$ cat src/rtl/line_clear_ctrl_pkg.sv
// Shared constants, state encoding and helpers for the row-clear sequencer.
// Default grid geometry matches the playfield used by the game FSM.
package line_clear_ctrl_pkg;

    localparam int GRID_COLS       = 10;
    localparam int GRID_ROWS       = 20;
    localparam int GRID_ADDR_WIDTH = 8;
    localparam int GRID_DATA_WIDTH = 8;
    localparam int LC_WIDTH        = 5;

    localparam logic [GRID_DATA_WIDTH-1:0] CELL_EMPTY = '0;

    typedef enum logic [2:0] {
        ST_IDLE,
        ST_SCAN,
        ST_EVAL,
        ST_SHIFT,
        ST_SHIFT_END,
        ST_CLEAR,
        ST_FINISH
    } lc_state_e;

    function automatic int idx_width(input int n);
        return (n > 1) ? $clog2(n) : 1;
    endfunction

    function automatic logic [LC_WIDTH-1:0] sat_inc(input logic [LC_WIDTH-1:0] v);
        return (&v) ? v : v + 1'b1;
    endfunction

endpackage

$ cat src/rtl/line_clear_ctrl_if.sv
// Grid memory port bundle: port A write, port B read with 1-cycle latency.
interface line_clear_ctrl_if
    import line_clear_ctrl_pkg::*;
#(
    parameter int ADDR_WIDTH = GRID_ADDR_WIDTH,
    parameter int DATA_WIDTH = GRID_DATA_WIDTH
) ();

    logic [ADDR_WIDTH-1:0] mem_addr_a;
    logic [DATA_WIDTH-1:0] mem_data_a;
    logic                  mem_we_a;
    logic [ADDR_WIDTH-1:0] mem_addr_b;
    logic [DATA_WIDTH-1:0] mem_q_b;

    modport master (
        output mem_addr_a, mem_data_a, mem_we_a, mem_addr_b,
        input  mem_q_b
    );

    modport slave (
        input  mem_addr_a, mem_data_a, mem_we_a, mem_addr_b,
        output mem_q_b
    );

endinterface

$ cat src/rtl/line_clear_ctrl_grid_row_walker.sv
// (row, col) cell walker with a running row base so cell addresses need no multiplier.
// Load has priority over step; on column wrap the row optionally moves up or down.
module grid_row_walker
    import line_clear_ctrl_pkg::*;
#(
    parameter int COLS       = GRID_COLS,
    parameter int ROWS       = GRID_ROWS,
    parameter int ADDR_WIDTH = GRID_ADDR_WIDTH,
    localparam int RW        = idx_width(ROWS),
    localparam int CW        = idx_width(COLS)
) (
    input  logic                  clk,
    input  logic                  reset,
    input  logic                  load,
    input  logic [RW-1:0]         load_row,
    input  logic [ADDR_WIDTH-1:0] load_base,
    input  logic                  step,
    input  logic                  row_wrap,
    input  logic                  row_up,
    output logic [ADDR_WIDTH-1:0] addr,
    output logic                  last_col,
    output logic                  last_row
);

    localparam logic [ADDR_WIDTH-1:0] COLS_A = ADDR_WIDTH'(COLS);

    logic [RW-1:0]         row;
    logic [CW-1:0]         col;
    logic [ADDR_WIDTH-1:0] base;

    always_ff @(posedge clk or negedge reset) begin
        if (!reset) begin
            row  <= '0;
            col  <= '0;
            base <= '0;
        end else if (load) begin
            row  <= load_row;
            col  <= '0;
            base <= load_base;
        end else if (step) begin
            if (last_col) begin
                col <= '0;
                if (row_wrap) begin
                    if (row_up) begin
                        row  <= row + 1'b1;
                        base <= base + COLS_A;
                    end else begin
                        row  <= row - 1'b1;
                        base <= base - COLS_A;
                    end
                end
            end else begin
                col <= col + 1'b1;
            end
        end
    end

    assign last_col = (col == CW'(COLS - 1));
    assign last_row = (row == '0);
    assign addr     = base + ADDR_WIDTH'(col);

endmodule

$ cat src/rtl/line_clear_ctrl.sv
// Row-clear sequencer: scans the grid bottom-up, shifts rows above each full row down,
// zeroes row 0 and rescans, counting the rows removed.
//
//  state        | meaning
//  ST_IDLE      | waiting for start, memory ports released
//  ST_SCAN      | reading the COLS cells of row r on port B
//  ST_EVAL      | last cell arrives; decide shift / clear / next row / finish
//  ST_SHIFT     | read (k-1,c), write previous read one row lower
//  ST_SHIFT_END | trailing write of the final shifted cell
//  ST_CLEAR     | zeroing row 0, then rescan row r
//  ST_FINISH    | done pulse, back to idle
module line_clear_ctrl
    import line_clear_ctrl_pkg::*;
#(
    parameter int COLS       = GRID_COLS,
    parameter int ROWS       = GRID_ROWS,
    parameter int ADDR_WIDTH = GRID_ADDR_WIDTH,
    parameter int DATA_WIDTH = GRID_DATA_WIDTH
) (
    input  logic                clk,
    input  logic                reset,
    input  logic                start,
    output logic                busy,
    output logic                done,
    output logic [LC_WIDTH-1:0] lines_cleared,
    line_clear_ctrl_if.master   mem
);

    localparam int RW = idx_width(ROWS);
    localparam logic [ADDR_WIDTH-1:0] COLS_A      = ADDR_WIDTH'(COLS);
    localparam logic [ADDR_WIDTH-1:0] BOTTOM_BASE = ADDR_WIDTH'((ROWS - 1) * COLS);
    localparam logic [RW-1:0]         BOTTOM_ROW  = RW'(ROWS - 1);

    if (ROWS * COLS > (1 << ADDR_WIDTH)) begin : g_bad_size
        $error("line_clear_ctrl: ROWS*COLS does not fit in ADDR_WIDTH");
    end

    lc_state_e state, state_nxt;

    logic [RW-1:0]         r;
    logic [ADDR_WIDTH-1:0] r_base;
    logic                  full_flag, scan_d, rd_d;
    logic [ADDR_WIDTH-1:0] addr_d;
    logic                  q_nz, full_now, shift_wr;
    logic                  pass_start, r_dec, lc_inc;

    logic                  wk_load, wk_step, wk_wrap, wk_last_col, wk_last_row;
    logic [RW-1:0]         wk_load_row;
    logic [ADDR_WIDTH-1:0] wk_load_base, wk_addr;

    grid_row_walker #(
        .COLS       (COLS),
        .ROWS       (ROWS),
        .ADDR_WIDTH (ADDR_WIDTH)
    ) u_walker (
        .clk       (clk),
        .reset     (reset),
        .load      (wk_load),
        .load_row  (wk_load_row),
        .load_base (wk_load_base),
        .step      (wk_step),
        .row_wrap  (wk_wrap),
        .row_up    (1'b0),
        .addr      (wk_addr),
        .last_col  (wk_last_col),
        .last_row  (wk_last_row)
    );

    assign q_nz     = (mem.mem_q_b != DATA_WIDTH'(CELL_EMPTY));
    assign full_now = full_flag & q_nz;

    always_ff @(posedge clk or negedge reset) begin
        if (!reset) state <= ST_IDLE;
        else        state <= state_nxt;
    end

    // full_flag folds in read data one cycle behind the scan address; EVAL adds the last cell.
    always_ff @(posedge clk or negedge reset) begin
        if (!reset) begin
            r             <= '0;
            r_base        <= '0;
            full_flag     <= 1'b0;
            scan_d        <= 1'b0;
            rd_d          <= 1'b0;
            addr_d        <= '0;
            lines_cleared <= '0;
        end else begin
            scan_d    <= (state == ST_SCAN);
            full_flag <= scan_d ? full_now : 1'b1;
            rd_d      <= (state == ST_SHIFT);
            addr_d    <= wk_addr;
            if (pass_start) begin
                r             <= BOTTOM_ROW;
                r_base        <= BOTTOM_BASE;
                lines_cleared <= '0;
            end else begin
                if (r_dec) begin
                    r      <= r - 1'b1;
                    r_base <= r_base - COLS_A;
                end
                if (lc_inc) lines_cleared <= sat_inc(lines_cleared);
            end
        end
    end

    always_comb begin
        state_nxt    = state;
        wk_load      = 1'b0;
        wk_load_row  = '0;
        wk_load_base = '0;
        wk_step      = 1'b0;
        wk_wrap      = 1'b0;
        pass_start   = 1'b0;
        r_dec        = 1'b0;
        lc_inc       = 1'b0;
        case (state)
            ST_IDLE: begin
                if (start) begin
                    pass_start   = 1'b1;
                    wk_load      = 1'b1;
                    wk_load_row  = BOTTOM_ROW;
                    wk_load_base = BOTTOM_BASE;
                    state_nxt    = ST_SCAN;
                end
            end
            ST_SCAN: begin
                wk_step = 1'b1;
                if (wk_last_col) state_nxt = ST_EVAL;
            end
            ST_EVAL: begin
                if (full_now && r != '0) begin
                    wk_load      = 1'b1;
                    wk_load_row  = r - 1'b1;
                    wk_load_base = r_base - COLS_A;
                    state_nxt    = ST_SHIFT;
                end else if (full_now) begin
                    wk_load   = 1'b1;
                    state_nxt = ST_CLEAR;
                end else if (r == '0) begin
                    state_nxt = ST_FINISH;
                end else begin
                    r_dec        = 1'b1;
                    wk_load      = 1'b1;
                    wk_load_row  = r - 1'b1;
                    wk_load_base = r_base - COLS_A;
                    state_nxt    = ST_SCAN;
                end
            end
            ST_SHIFT: begin
                wk_step = 1'b1;
                wk_wrap = 1'b1;
                if (wk_last_col && wk_last_row) state_nxt = ST_SHIFT_END;
            end
            ST_SHIFT_END: begin
                wk_load   = 1'b1;
                state_nxt = ST_CLEAR;
            end
            ST_CLEAR: begin
                wk_step = 1'b1;
                if (wk_last_col) begin
                    lc_inc       = 1'b1;
                    wk_load      = 1'b1;
                    wk_load_row  = r;
                    wk_load_base = r_base;
                    state_nxt    = ST_SCAN;
                end
            end
            ST_FINISH: state_nxt = ST_IDLE;
            default:   state_nxt = ST_IDLE;
        endcase
    end

    assign busy     = (state == ST_SCAN) || (state == ST_EVAL) || (state == ST_SHIFT) ||
                      (state == ST_SHIFT_END) || (state == ST_CLEAR);
    assign done     = (state == ST_FINISH);
    assign shift_wr = rd_d && ((state == ST_SHIFT) || (state == ST_SHIFT_END));

    assign mem.mem_we_a   = shift_wr || (state == ST_CLEAR);
    assign mem.mem_addr_a = shift_wr ? addr_d + COLS_A :
                            (state == ST_CLEAR) ? wk_addr : '0;
    assign mem.mem_data_a = shift_wr ? mem.mem_q_b : '0;
    assign mem.mem_addr_b = ((state == ST_SCAN) || (state == ST_SHIFT)) ? wk_addr : '0;

endmodule
$ cat src/flat_wrapper.sv
// flat-port wrapper written by rule: the top's interface ports become plain ports
module line_clear_ctrl_flat import line_clear_ctrl_pkg::*;
#(
    parameter int COLS       = GRID_COLS,
    parameter int ROWS       = GRID_ROWS,
    parameter int ADDR_WIDTH = GRID_ADDR_WIDTH,
    parameter int DATA_WIDTH = GRID_DATA_WIDTH
)
  (clk, reset, start, busy, done, lines_cleared, mem_mem_addr_a, mem_mem_data_a, mem_mem_we_a, mem_mem_addr_b, mem_mem_q_b);
  line_clear_ctrl_if #(.ADDR_WIDTH(ADDR_WIDTH), .DATA_WIDTH(DATA_WIDTH)) mem_i ();
  input  logic clk;
  input  logic reset;
  input  logic start;
  output logic busy;
  output logic done;
  output logic [LC_WIDTH-1:0] lines_cleared;
  output wire logic [$bits(mem_i.mem_addr_a)-1:0] mem_mem_addr_a;
  output wire logic [$bits(mem_i.mem_data_a)-1:0] mem_mem_data_a;
  output wire logic [$bits(mem_i.mem_we_a)-1:0] mem_mem_we_a;
  output wire logic [$bits(mem_i.mem_addr_b)-1:0] mem_mem_addr_b;
  input wire logic [$bits(mem_i.mem_q_b)-1:0] mem_mem_q_b;
  assign mem_mem_addr_a = mem_i.mem_addr_a;
  assign mem_mem_data_a = mem_i.mem_data_a;
  assign mem_mem_we_a = mem_i.mem_we_a;
  assign mem_mem_addr_b = mem_i.mem_addr_b;
  assign mem_i.mem_q_b = mem_mem_q_b;
  line_clear_ctrl #(.COLS(COLS), .ROWS(ROWS), .ADDR_WIDTH(ADDR_WIDTH), .DATA_WIDTH(DATA_WIDTH)) u_core (.clk(clk), .reset(reset), .start(start), .busy(busy), .done(done), .lines_cleared(lines_cleared), .mem(mem_i));
endmodule
$ cat config.mk
export PLATFORM = sky130hd
export DESIGN_NAME = line_clear_ctrl_flat
export DESIGN_NICKNAME = d
export VERILOG_FILES = /design/src/rtl/line_clear_ctrl_pkg.sv /design/src/rtl/line_clear_ctrl_if.sv /design/src/rtl/line_clear_ctrl_grid_row_walker.sv /design/src/rtl/line_clear_ctrl.sv /design/src/flat_wrapper.sv
export SDC_FILE = /design/constraint.sdc
export NUM_CORES = 1
export LEC_CHECK = 0
export BUFFER_PORTS_ARGS = -buffer_cell sky130_fd_sc_hd__buf_2
export CAP_MARGIN = 20
export CELL_PAD_IN_SITES_DETAIL_PLACEMENT = 0
export CELL_PAD_IN_SITES_GLOBAL_PLACEMENT = 2
export CORE_AREA = 10 10 103 105
export DETAILED_ROUTE_END_ITERATION = 6
export DIE_AREA = 0 0 113 115
export HOLD_SLACK_MARGIN = 0.1
export PLACE_DENSITY = 0.8
export SYNTH_ARGS = -nofsm -noshare
export SYNTH_HDL_FRONTEND = slang
export SYNTH_SLANG_ARGS = --single-unit
export TNS_END_PERCENT = 20
$ cat constraint.sdc
create_clock -name clk -period 4.7 [get_ports clk]
set_input_delay 0.235 -clock clk [delete_from_list [all_inputs] [get_ports clk]]
set_output_delay 0.235 -clock clk [all_outputs]
set_load 0.1 [all_outputs]
== Yosys cells after proc, flatten, opt, wreduce, memory -nomap -nowiden ==
Cells that the tools add are included.
Cells by class
  $add $sub $neg: 8
  $mul: 0
  divide/modulo/power cells: 0
  magnitude comparators: 0
  eq/ne operators: 12
  shifts and indexed selects: 0
  mux-type cells: 56
  bitwise logic cells: 1
  reduce and logical (&&, ||, !) cells: 25
Operators by type and width (count)
  $mux W8: 15
  $mux W5: 14
  $pmux W8 S3: 1
  $mux W3: 7
  $pmux W3 S6: 1
  $sub A8 B4 Y8 const B: 2
  $pmux W5 S3: 1
  $mux W1: 13
  $mux W4: 3
  $logic_not A5 Y1: 2
  $reduce_bool A2 Y1: 5
  $sub A5 B1 Y5 const B: 2
  $eq A3 B3 Y1 const B: 3
  $add A8 B4 Y8: 1
  $add A8 B4 Y8 const B: 1
  $reduce_bool A8 Y1: 1
  $logic_or A1 B1 Y1: 7
  $eq A3 B2 Y1 const B: 2
  $ne A2 B1 Y1 const B: 3
  $add A5 B1 Y5 const B: 1
  $reduce_and A5 Y1: 1
  $reduce_bool A5 Y1: 1
  $add A4 B1 Y4 const B: 1
  $eq A4 B4 Y1 const B: 1
  10 further kinds: 13
Word-level totals
  flip-flop bits (word level): 49
  latch bits: 0
  memory bits (writable): 0
  ROM bits: 0
  input port bits: 11
  output and inout port bits: 32
  word-level logic and storage cells: 113
  memories kept: 0

== Depth between registers and ports, before layout ==
  word-level depth: 7
  depth in mapped cells: 11
  mapped depth without buffers: 9

== By module ==
From an unflattened synthesis, not the netlist that was laid out.
Unflattened totals
  cells, all modules: 396
  area total of the unflattened synthesis: 3438.3 um^2
Modules (own cells, without submodules)
  line_clear_ctrl: times used 1, cells each 239, area each 2042.0 um^2, seq. area each 775.7 um^2
  grid_row_walker: times used 1, cells each 157, area each 1396.3 um^2, seq. area each 425.4 um^2

== Worst setup path before layout ==
No wires, ideal clock.
  path type: register to output
  start: register u_core.u_walker.col[0]
  end: output port mem_mem_addr_a[6]
  arrival time: 2.955 ns
  path slack: 1.510 ns
  cell stages (with the launch flop): 9
  path buffers: 0
  cells stage by stage: dfrtp_1 -> ha_1 -> inv_1 -> fa_1 -> nor2b_1 -> o21ai_0 -> a21oi_1 -> xnor2_1 -> o22ai_1
On the way
  longest elaborated chain between the ends: 3
RTL lines
  from (decl): line line_clear_ctrl_grid_row_walker.sv:28  | logic [CW-1:0] col;
  from (signal assigned): line line_clear_ctrl_grid_row_walker.sv:53  | col <= col + 1'b1;
  $add A8 B4 Y8: line line_clear_ctrl_grid_row_walker.sv:60  | assign addr = base + ADDR_WIDTH'(col);
  $mux W8: line line_clear_ctrl.sv:180  | (state == ST_CLEAR) ? wk_addr : '0;
  $mux W8: line line_clear_ctrl.sv:179  | assign mem.mem_addr_a = shift_wr ? addr_d + COLS_A :
  to (decl): line flat_wrapper.sv:17  | output wire logic [$bits(mem_i.mem_addr_a)-1:0] mem_mem_addr_a;
No other way between the ends.

== Final worst setup path ==
  start: register u_core.r[0]
  end: register u_core.u_walker.row[1]
On the way
  longest elaborated chain between the ends: 7
RTL lines
  from (decl): line line_clear_ctrl.sv:40  | logic [RW-1:0] r;
  from (signal assigned): line line_clear_ctrl.sv:98  | r <= r - 1'b1;
  parallel branches: the longest is 7 deep, another holds $sub A5 B1 Y5
  to (signal assigned): line line_clear_ctrl_grid_row_walker.sv:37  | row <= load_row;
  to (signal assigned): line line_clear_ctrl_grid_row_walker.sv:45  | row <= row + 1'b1;
  to (signal assigned): line line_clear_ctrl_grid_row_walker.sv:48  | row <= row - 1'b1;
  to (decl): line line_clear_ctrl_grid_row_walker.sv:27  | logic [RW-1:0] row;
Several ways; the timed one is not identified.
A chain may end at the register's enable or synchronous reset.

==> run metrics <==
vias in the first global route=2600; TritonRoute pass-1 iters=4; Final HPWL DP=5910 um; Routed Wire Length=8080 um; I/O pin count=43; post-layout minimum cycle time=2860 ps; Hold Path Class=primary input to flip-flop; WP data arrival=3050 ps; Die ar.=0.0130 sq mm; clk sink count=48; vias per inst=5.33; CP startpoint=u_core.r[0]$_DFFE_PN0P_; largest net degree at the start of global routing=49; port bufs=42; Core Area=0.00855 sq mm; htree depth=2; MaxCap Viol Count=0; Final period util=60.9%; Worst Setup Path Type=flip-flop to flip-flop; area growth from synthesis to layout=12.8%; vias post-DR=2637; Post-Syn Area=0.00318 sq mm; warning count from the yosys run=0; Global Route Usage Sum=12.5%; Clk Latency, worst-skew pair=300 ps; clock root buffer=clkbuf_8; antenna viol nets, final=0; Final Hold Fails=0; RSZ-0062 raised after global routing=no; placer's final routability congestion estimate=0.789; die width=113 um; clock-pin transition on the worst setup and hold timing paths=90 ps; starting density of the core=37.2%; Post-CTS Resized=0; Clock Skew=8.72 ps; CP Launch Type=flip-flop; first-pass GRT wire length=13500 um; Mapped Nets=380; layout net count=416; Overflow after GRT=0; crit path max fanout=12; synthesized area per cell=9.08 sq um; Worst Max-Slew Pin Slew=994 ps; share of layout cells above drive strength 1=16.8%; routed len/inst=16.3 um; number of core rows=34; CTS tree=yes; Synth async-reset ratio=100%; initial antenna violation count=0; Relative slew margins=33.2%; worst r2r src=u_core.r[0]$_DFFE_PN0P_; CTS Buf Count=5; unique cell type count in the Yosys netlist=55; TNS Setup=0 ps; commonest non-fill, non-tap cell in the layout=dfrtp_1; hold wc startpoint=start; CP Capture Type=flip-flop; status=complete, no violations; predominant post-synthesis flop cell=dfrtp_1; Seq/Total Area, Yosys=37.8%; Yosys reg bits=48; CTS Buffer Depth=2; DRC=0; Die Height=115 um; most frequent cells in the layout=dfrtp_1, buf_2, o21ai_0; First DRT Iteration DRCs=142; Antenna diodes=0; max-slew violation count=0; Post-Synthesis Cells=350; Max Freq=349 MHz; Final Setup Violations=0; EDFF count, synth=0; Worst Path Required=4890 ps
==> path summary, 6_finish.rpt <==
check / end / slack (ps) / depth (start not counted)
max: u_core.u_walker.row[1]$_DFFE_PN0P_ / 1840 / 10
min: u_core.state[0]$_DFFE_PN0P_ / 240 / 3
max reg2reg: u_core.u_walker.row[1]$_DFFE_PN0P_ / 1840 / 10
min reg2reg: u_core.full_flag$_DFF_PN0_ / 400 / 1
max in group asynchronous: u_core.u_walker.row[1]$_DFFE_PN0P_ / 3690 / 3
min in group asynchronous: u_core.addr_d[0]$_DFF_PN0_ / 570 / 3
==> through the flow <==
step	worst slack (ps)	std cells	utilization, %	cell area, sq um	hold slack, ps
after floorplan	1510	350	-	3180	-60.6
after global placement	1980	486	40.6	3470	385
after detailed placement	1860	486	40.6	3470	385
after CTS	1840	495	41.9	3590	236
after global routing	1590	495	41.9	3590	290
final	1840	495	41.9	3590	241
==> cells by family (layout without fill, tap and decap cells) <==
logic type / after synthesis / count (layout) / synth area share (%)
adder cells (fa/ha/maj): 19 / 19 / 7.71
XOR/XNOR: 28 / 28 / 7.71
flip-flops: 48 / 48 / 37.8
buffers and inverters: 37 / 74 / 5.04
AO/OA/AOI/OAI: 102 / 102 / 21.0
AND/OR/NAND/NOR: 116 / 116 / 20.8
==> cells in the mapped netlist (2+ instances only) <==
cell,count,share of area (%)
and2_1,13,2.6
o21a_1,3,0.71
nand3b_1,2,0.47
clkbuf_1,9,1.1
and3b_1,2,0.55
dfrtp_1,48,38
or3_1,4,0.79
nor2b_1,7,1.4
or4_4,2,0.71
nand2_1,21,2.5
a22o_1,4,1.1
xnor2_1,15,4.1
ha_1,18,7.1
nor2_1,26,3.1
a21oi_1,18,2.8
a21o_1,2,0.47
inv_1,20,2.4
o22ai_1,17,3.3
buf_2,5,0.79
nand2b_1,3,0.59
nor3_1,10,1.6
buf_4,2,0.47
nor4_1,2,0.39
o21ai_0,31,4.9
nand3_1,9,1.4
o22a_1,10,2.8
o21bai_1,3,0.71
o21ai_1,3,0.47
a31oi_1,2,0.39
a221oi_1,2,0.55
xor2_1,13,3.6
==> state kept, by name, summed over array words and instances (netlist names) <==
| register | flops |
|---|---|
| u_core.addr_d | 8 |
| u_core.full_flag | 1 |
| u_core.lines_cleared | 5 |
| u_core.r | 5 |
| u_core.r_base | 7 |
| u_core.rd_d | 1 |
| u_core.scan_d | 1 |
| u_core.state | 3 |
| u_core.u_walker.base | 8 |
| u_core.u_walker.col | 4 |
| u_core.u_walker.row | 5 |
==> timing repair <==
action | in CTS | in global routing
setup buffers | 0 | 0
endpoints found under the hold margin | 48 | 0
hold buffers | 1 | 0
==> routing by layer <==
metal | global-route usage, % | part of all wire, % | wire [um]
met2 | 19.8 | 46 | 3720
met4 | 3.38 | 0.90 | 73
met1 | 16.5 | 48 | 3840
met5 | 0 | 0 | 0
met3 | 3.13 | 5.5 | 447
==> area by class of cell <==
type	instances	area, sq um
Fill cell	892	4960
Multi-Input combinational cell	265	1820
Sequential cell	48	1200
Timing Repair Buffer	46	243
Tap cell	108	135
Inverter	20	75.1
Clock buffer	6	72.6
Clock inverter	2	35.0
==> critical path, stage by stage (launching register included) <==
cell and delay (ps):
dfrtp_1 440, inv_1 80, ha_1 200, nor4b_2 530
ha_1 320, or3b_1 130, a21oi_1 60, buf_4 220
or2_1 320, nand2b_4 240, o22a_1 240
Power is left out: the tool's default activity adds up to more than one toggle a clock period on the data nets, which glitch-free logic cannot reach.
